### src/rtl/pt_write_buffer.sv
// Write buffer between the projective transform and frame-buffer memory: clips off-screen writes,
// queues the rest and double-buffers banks. Optional macro PT_WRITE_BUFFER_DUP_MERGE_EN.
module pt_write_buffer #(
   parameter int unsigned DEPTH    = 16,
   parameter int unsigned H_ACTIVE = 640,
   parameter int unsigned V_ACTIVE = 480
) (
   input  logic        clk,
   input  logic        rst_n,
   input  logic [17:0] pt_pixel_write,
   input  logic [9:0]  pt_x,
   input  logic [8:0]  pt_y,
   input  logic        pt_wr,
   input  logic        frame_end,
   output logic        ptflag,
   output logic [19:0] mem_addr,
   output logic [17:0] mem_data,
   output logic        mem_we,
   input  logic        mem_ack,
   output logic        display_bank,
   output logic        overflow,
   output logic [15:0] clip_count
`ifdef PT_WRITE_BUFFER_DUP_MERGE_EN
   ,
   output logic [15:0] merge_count
`endif
);

   localparam int unsigned AW = $clog2(DEPTH);
   localparam int unsigned CW = AW + 1;
   localparam logic [CW-1:0] Full    = CW'(DEPTH);
   localparam logic [CW-1:0] FlagMax = CW'(DEPTH - 3);

   typedef enum logic [1:0] {StRun, StDrain, StSwap} state_e;

   state_e          state_q, state_d;
   logic [AW-1:0]   wr_ptr_q, wr_ptr_d, rd_ptr_q, rd_ptr_d, next_idx;
   logic [CW-1:0]   count_q, count_d;
   logic            mem_we_q, mem_we_d;
   logic [19:0]     mem_addr_q, mem_addr_d;
   logic [17:0]     mem_data_q, mem_data_d;
   logic            write_bank_q, write_bank_d;
   logic            display_bank_q, display_bank_d;
   logic            ptflag_q, ptflag_d;
   logic            overflow_q, overflow_d;
   logic [15:0]     clip_count_q, clip_count_d;

   logic [9:0]      fifo_x [DEPTH];
   logic [8:0]      fifo_y [DEPTH];
   logic [17:0]     fifo_d [DEPTH];

   logic            on_screen, pop, load_idle, push, merge, merge_head;

`ifdef PT_WRITE_BUFFER_DUP_MERGE_EN
   logic [AW-1:0]   last_idx;
   logic [15:0]     merge_count_q, merge_count_d;
`endif

   always_comb begin
      on_screen  = (32'(pt_x) < H_ACTIVE) && (32'(pt_y) < V_ACTIVE);
      pop        = mem_we_q && mem_ack;
      load_idle  = !mem_we_q && (count_q != '0);
      next_idx   = rd_ptr_q + 1'b1;
      merge      = 1'b0;
      merge_head = 1'b0;
`ifdef PT_WRITE_BUFFER_DUP_MERGE_EN
      last_idx = wr_ptr_q - 1'b1;
      // The newest entry may be merged unless it is the head being loaded or popped right now.
      merge = pt_wr && on_screen && (count_q != '0) &&
              (fifo_x[last_idx] == pt_x) && (fifo_y[last_idx] == pt_y) &&
              !((last_idx == rd_ptr_q) && (load_idle || pop)) &&
              !(pop && (count_q > CW'(1)) && (last_idx == next_idx));
      // A presented-but-unacked head holds its data only in the output register too.
      merge_head = merge && mem_we_q && (last_idx == rd_ptr_q);
`endif
      push = pt_wr && on_screen && !merge && ((count_q != Full) || pop);
   end

   always_comb begin
      state_d        = state_q;
      wr_ptr_d       = push ? wr_ptr_q + 1'b1 : wr_ptr_q;
      rd_ptr_d       = pop ? rd_ptr_q + 1'b1 : rd_ptr_q;
      count_d        = count_q;
      mem_we_d       = mem_we_q;
      mem_addr_d     = mem_addr_q;
      mem_data_d     = mem_data_q;
      write_bank_d   = write_bank_q;
      display_bank_d = display_bank_q;
      overflow_d     = overflow_q;
      clip_count_d   = clip_count_q;

      if (push && !pop) begin
         count_d = count_q + 1'b1;
      end else if (pop && !push) begin
         count_d = count_q - 1'b1;
      end

      if (pt_wr && !on_screen && (clip_count_q != 16'hFFFF)) begin
         clip_count_d = clip_count_q + 16'd1;
      end
      if (pt_wr && on_screen && !merge && (count_q == Full) && !pop) begin
         overflow_d = 1'b1;
      end

      if (load_idle) begin
         mem_we_d   = 1'b1;
         mem_addr_d = {write_bank_q, fifo_y[rd_ptr_q], fifo_x[rd_ptr_q]};
         mem_data_d = fifo_d[rd_ptr_q];
      end else if (pop) begin
         if (count_q > CW'(1)) begin
            mem_addr_d = {write_bank_q, fifo_y[next_idx], fifo_x[next_idx]};
            mem_data_d = fifo_d[next_idx];
         end else begin
            mem_we_d = 1'b0;
         end
      end else if (merge_head) begin
         mem_data_d = pt_pixel_write;
      end

      unique case (state_q)
         StRun: begin
            if (frame_end) state_d = StDrain;
         end
         StDrain: begin
            // A write landing in the empty cycle still belongs to the old frame.
            if ((count_q == '0) && !mem_we_q && !push) state_d = StSwap;
         end
         StSwap: begin
            write_bank_d   = ~write_bank_q;
            display_bank_d = write_bank_q;
            state_d        = StRun;
         end
         default: state_d = StRun;
      endcase

      ptflag_d = (state_d == StRun) && (count_d <= FlagMax);
   end

`ifdef PT_WRITE_BUFFER_DUP_MERGE_EN
   always_comb begin
      merge_count_d = merge_count_q;
      if (merge && (merge_count_q != 16'hFFFF)) merge_count_d = merge_count_q + 16'd1;
   end

   always_ff @(posedge clk or negedge rst_n) begin
      if (!rst_n) merge_count_q <= '0;
      else        merge_count_q <= merge_count_d;
   end

   assign merge_count = merge_count_q;
`endif

   always_ff @(posedge clk) begin
      if (push) begin
         fifo_x[wr_ptr_q] <= pt_x;
         fifo_y[wr_ptr_q] <= pt_y;
         fifo_d[wr_ptr_q] <= pt_pixel_write;
      end
`ifdef PT_WRITE_BUFFER_DUP_MERGE_EN
      if (merge) fifo_d[last_idx] <= pt_pixel_write;
`endif
   end

   always_ff @(posedge clk or negedge rst_n) begin
      if (!rst_n) begin
         state_q        <= StRun;
         wr_ptr_q       <= '0;
         rd_ptr_q       <= '0;
         count_q        <= '0;
         mem_we_q       <= 1'b0;
         mem_addr_q     <= '0;
         mem_data_q     <= '0;
         write_bank_q   <= 1'b0;
         display_bank_q <= 1'b1;
         ptflag_q       <= 1'b0;
         overflow_q     <= 1'b0;
         clip_count_q   <= '0;
      end else begin
         state_q        <= state_d;
         wr_ptr_q       <= wr_ptr_d;
         rd_ptr_q       <= rd_ptr_d;
         count_q        <= count_d;
         mem_we_q       <= mem_we_d;
         mem_addr_q     <= mem_addr_d;
         mem_data_q     <= mem_data_d;
         write_bank_q   <= write_bank_d;
         display_bank_q <= display_bank_d;
         ptflag_q       <= ptflag_d;
         overflow_q     <= overflow_d;
         clip_count_q   <= clip_count_d;
      end
   end

   assign ptflag       = ptflag_q;
   assign mem_addr     = mem_addr_q;
   assign mem_data     = mem_data_q;
   assign mem_we       = mem_we_q;
   assign display_bank = display_bank_q;
   assign overflow     = overflow_q;
   assign clip_count   = clip_count_q;

endmodule
### config.mk
export PLATFORM = sky130hd
export DESIGN_NAME = pt_write_buffer
export DESIGN_NICKNAME = d
export VERILOG_FILES = /design/src/rtl/pt_write_buffer.sv
export SDC_FILE = /design/constraint.sdc
export NUM_CORES = 1
export LEC_CHECK = 0
export CORE_ASPECT_RATIO = 1.75
export CORE_MARGIN = 1.5
export CORE_UTILIZATION = 50
export DETAILED_ROUTE_END_ITERATION = 8
export PLACE_DENSITY_LB_ADDON = 0.12
export SYNTH_ARGS = -nofsm -noshare
export SYNTH_HDL_FRONTEND = slang
export SYNTH_SLANG_ARGS = --single-unit
### constraint.sdc
create_clock -name clk -period 8.1 [get_ports clk]
set_clock_uncertainty 0.15 [all_clocks]
set_input_delay 1.62 -clock clk [delete_from_list [all_inputs] [get_ports clk]]
set_output_delay 1.62 -clock clk [all_outputs]
set_load 0.1 [all_outputs]
==> Implementation_results.wiki <==
{| class="wikitable"
! Metric !! Value
|-
| Result of the run || finished clean
|-
| Number of resized instances in the post-cts repair step || 0
|-
| Data required time of the critical path || 8.21 ns
|-
| Clock tree from TritonCTS || done
|-
| Type of the worst setup path || primary input to flip-flop
|-
| Crit end category || flip-flop
|-
| Area fraction in and, or, nand and nor cells after synthesis || 0.02008
|-
| Clock tree sinks || roughly 670
|-
| Relative max-transition margin || 0.1206
|-
| Number of warnings printed during yosys synthesis || 0
|-
| Final-report max-slew violation count || 0
|-
| Final count of hold timing violations || 0
|-
| DRC viols || 0
|-
| Total setup buffers inserted after CTS || 0
|-
| Core Region || 60,300 um2
|-
| Routed wire per std cell || around 32 um
|-
| Skew-Pair Late Insertion Delay || roughly 0.66 ns
|-
| Top FF cell, synth || edfxtp_1
|-
| Hold bufs inserted after CTS || 0
|-
| Number of nets with antenna violations after routing || 0
|-
| Area taken by flip-flops and latches || 19,640 um2
|-
| Wire length of the first global-routing pass || 118.8 mm
|-
| Transition time at the pin with the least slew margin || roughly 1.3 ns
|-
| Stage delay of the slowest cell on the critical path || between 1 and 1.5 ns
|-
| Die Footprint || 62,730 um2
|-
| Maximum fanout along the worst path || 37
|-
| Dominant combinational cell family by area after synthesis || multiplexers
|-
| Number of flops mapped to enable cells by yosys || roughly 600
|-
| Worst hold path type || flip-flop to flip-flop
|-
| Routability-driven placement congestion ratio || 0.7939
|-
| Cts bufs inserted || 61
|-
| Total non-filler cell area in the finished layout || roughly 34,000 um2
|-
| Total of buffers placed on input and output ports || 99
|-
| Final clock period utilization by the worst path || 0.6013
|-
| Routed via count || about 16k
|-
| Tot GR Track Use || 0.2658
|-
| Layout area overhead || 12.69%
|-
| Fraction of synthesis flops using an asynchronous set or reset pin || 0.1111
|-
| Portion of netlist area occupied by mux cells || 0.2729
|-
| Compound-cell area share of the yosys netlist || 0.03215
|-
| Adder-cell share of the synthesized area || 0.004090
|-
| Max Cap Violations || 0
|-
| Setup-failing EPs final || 0
|-
| CTS clock-pin slew for the worst setup and hold paths || approximately 0.070 ns
|-
| Flip-flop and latch count after synthesis || roughly 670
|-
| Initial antenna violation count || 2
|-
| Final critical path time including I/O delays and setup || about 4.9 ns
|-
| Area of the multi-input gates || about 10,000 um2
|-
| Number of nets in the final layout || 1,701
|-
| Vias in the first global route || 18.02k
|-
| Htree depth || 2
|-
| LEAKAGE || roughly 0.011 uW
|-
| Net count of the mapped netlist || 1,623
|-
| IR drop worst, VDD || 561.2 uV
|-
| Count of unique library cells instantiated by Yosys || 47
|-
| Per-instance average area after synthesis || 19.47 um2
|-
| Effective utilization at floorplan || 0.5073
|-
| Synthesized-area fraction occupied by xor and xnor cells || 0.007445
|-
| Number of standard cells after synthesis || 1,571
|-
| Detailed Route Iter0 Violations || about 1.3k
|-
| Kind of launch point of the worst setup path || primary input
|-
| HPWL Detailed || 47.09 mm
|-
| Achievable clock frequency || 0.2053 GHz
|-
| Number of search-and-repair iterations in the first detailed-routing pass || 5
|-
| Post-synth design cell area || just over 30,000 um2
|-
| Post-Route Setup TNS || 0 ns
|-
| Series of cell instances along the critical path || clkdlybuf4s50_1 -> o21ai_1 -> o2111ai_2 -> nor3b_1 -> and2_2
|-
| Critical Path AT || between 4 and 5 ns
|-
| Slowest CP cell || and2_2
|-
| Die X || between 150 and 200 um
|-
| Filler cell count in the final layout || roughly 4.5k
|-
| Std-Cell Rows || approximately 120
|-
| Largest net degree at the start of global routing || ~130
|-
| Maximum clock insertion buffer count || 3
|-
| Layout cells sized above 1 || 0.3320
|-
| Power density cells || approximately 410 nW/um2
|-
| Total length of routed wires || between 80 and 90 mm
|-
| Height of the die || roughly 330 um
|-
| Via density per instance || around 6.6
|-
| Sequential cell area fraction in the yosys report || 0.6418
|-
| Setup repair after global routing missed its margin || false
|-
| Grt total ovfl || 0
|-
| Post-placement cell area || ~32,000 um2
|-
| Number of top-level pins || 100
|-
| Master cell of the clock root buffer || clkbuf_16
|}
==> routing by layer <==
| metal | up-vias | track usage | wire length, um |
|---|---|---|---|
| li1 | 6795 | - | - |
| met1 | 8891 | 0.3066 | 28570 |
| met2 | 543 | 0.4902 | 44550 |
| met3 | 163 | 0.03389 | 3633 |
| met4 | 0 | 0.1199 | 3779 |
| met5 | - | 0 | 0 |
==> synth_stat cells, types with 2 or more instances <==
cell type	n	area, um2
edfxtp_1	592	17780
mux4_2	296	6666
mux2_2	111	1250
dfrtp_1	73	1827
o22ai_1	71	444.2
nand2_1	52	195.2
buf_2	48	240.2
mux2i_1	43	430.4
a21oi_1	41	205.2
clkbuf_1	34	127.6
o21ai_0	27	135.1
buf_6	15	168.9
xnor2_1	15	131.4
buf_1	14	52.55
nand3_1	14	70.07
nor2_1	14	52.55
and2_1	12	75.07
o21ai_1	12	60.06
xor2_1	11	96.34
ha_1	10	125.1
inv_1	9	33.78
nor3_1	8	40.04
and3_1	6	37.54
nand4_1	6	37.54
buf_4	5	37.54
a211oi_1	3	22.52
nor2b_1	3	18.77
nor4_1	3	18.77
a211o_1	2	17.52
a31oi_1	2	12.51
nand2b_1	2	12.51
or3_1	2	12.51
==> metrics by stage <==
step                setup slack, ns  hold slack (ns)    util  power (uW)  std cells
CTS                           3.256           0.3187  0.5716       14220       2488
floorplan                     1.562           0.2744       -        9275       1571
global route                  3.005           0.3329  0.5716       14660       2489
global placement              2.753           0.2915  0.5354       10990       2372
finish                        3.230           0.3178  0.5716       14100       2489
detailed placement            2.564           0.3097  0.5354       11060       2372
==> cell usage in the layout, fill, tap and decap left out, types with 3 or more instances in the layout <==
| master | instances |
|---|---|
| a211oi_1 | 3 |
| dfrtp_1 | 70 |
| o21ai_0 | 27 |
| nor2b_1 | 3 |
| a21oi_1 | 41 |
| mux4_2 | 296 |
| buf_4 | 32 |
| nand2_1 | 51 |
| edfxtp_1 | 592 |
| mux2_2 | 111 |
| nor2_1 | 13 |
| nand3_1 | 14 |
| dfrtp_4 | 3 |
| xor2_1 | 10 |
| nand4_1 | 6 |
| clkbuf_1 | 11 |
| nor3_1 | 8 |
| o21ai_1 | 12 |
| clkinv_1 | 10 |
| mux2i_1 | 43 |
| o22ai_1 | 71 |
| clkdlybuf4s50_1 | 98 |
| and2_2 | 10 |
| bufinv_16 | 14 |
| and3_2 | 4 |
| inv_1 | 9 |
| xnor2_1 | 14 |
| clkbuf_16 | 61 |
| ha_1 | 9 |
| clkinv_2 | 10 |
==> path summary, 6_finish.rpt <==
path	cells past startpoint	end	start	slack [ns]
worst max register to register	6	mem_data[12]	rd_ptr_q[0]	3.75
worst min-delay path	1	state_q[1]	state_q[1]	0.32
max in group asynchronous	2	mem_addr[0]	rst_n	5.79
min in group asynchronous	1	mem_addr[15]	rst_n	0.69
worst max-delay path	5	fifo_d[9][9]	pt_x[7]	3.23
worst min register to register	1	state_q[1]	state_q[1]	0.32
==> cells by family (layout without fill, tap and decap cells) <==
family                     after synthesis  after routing
buffers and inverters                  125            256
and+or+nand+nor                        127            127
other                                    0              1
muxes                                  450            450
xor gates and xnor gates                26             26
DFF                                    666            666
adders and majority gates               10             10
AOI/OAI and AO/OA                      167            167
==> report_power, final <==
part	internal (uW)	total [uW]	switching (uW)
Clock	1850	3150	1310
Combinational	2780	6450	3670
Sequential	4090	4500	402
Total	8720	14100	5380
==> layout make-up <==
type                    count  area share
well taps                 786     0.02853
clock buffers              73     0.04588
multi-input cells         780      0.3013
repair buffers            131     0.03601
diodes                      1  0.00007260
inverters                   9   0.0009800
flip-flops and latches    666      0.5698
clock inverters            43     0.01746
==> critical path, delay by kind of cell <==
| family | cells | cell delay (ns) |
|---|---|---|
| buffers and inverters | 1 | 0.75 |
| AND/OR/NAND/NOR | 2 | 1.52 |
| AO/OA/AOI/OAI | 2 | 1.01 |
==> sequential cells by signal, indices dropped and copies added (netlist names) <==
name,count
fifo_x,160
mem_addr,20
wr_ptr_q,4
mem_we,1
display_bank,1
count_q,5
mem_data,18
fifo_y,144
overflow,1
write_bank_q,1
rd_ptr_q,4
fifo_d,288
ptflag,1
state_q,2
clip_count,16
(Power assumes the default switching activity.)
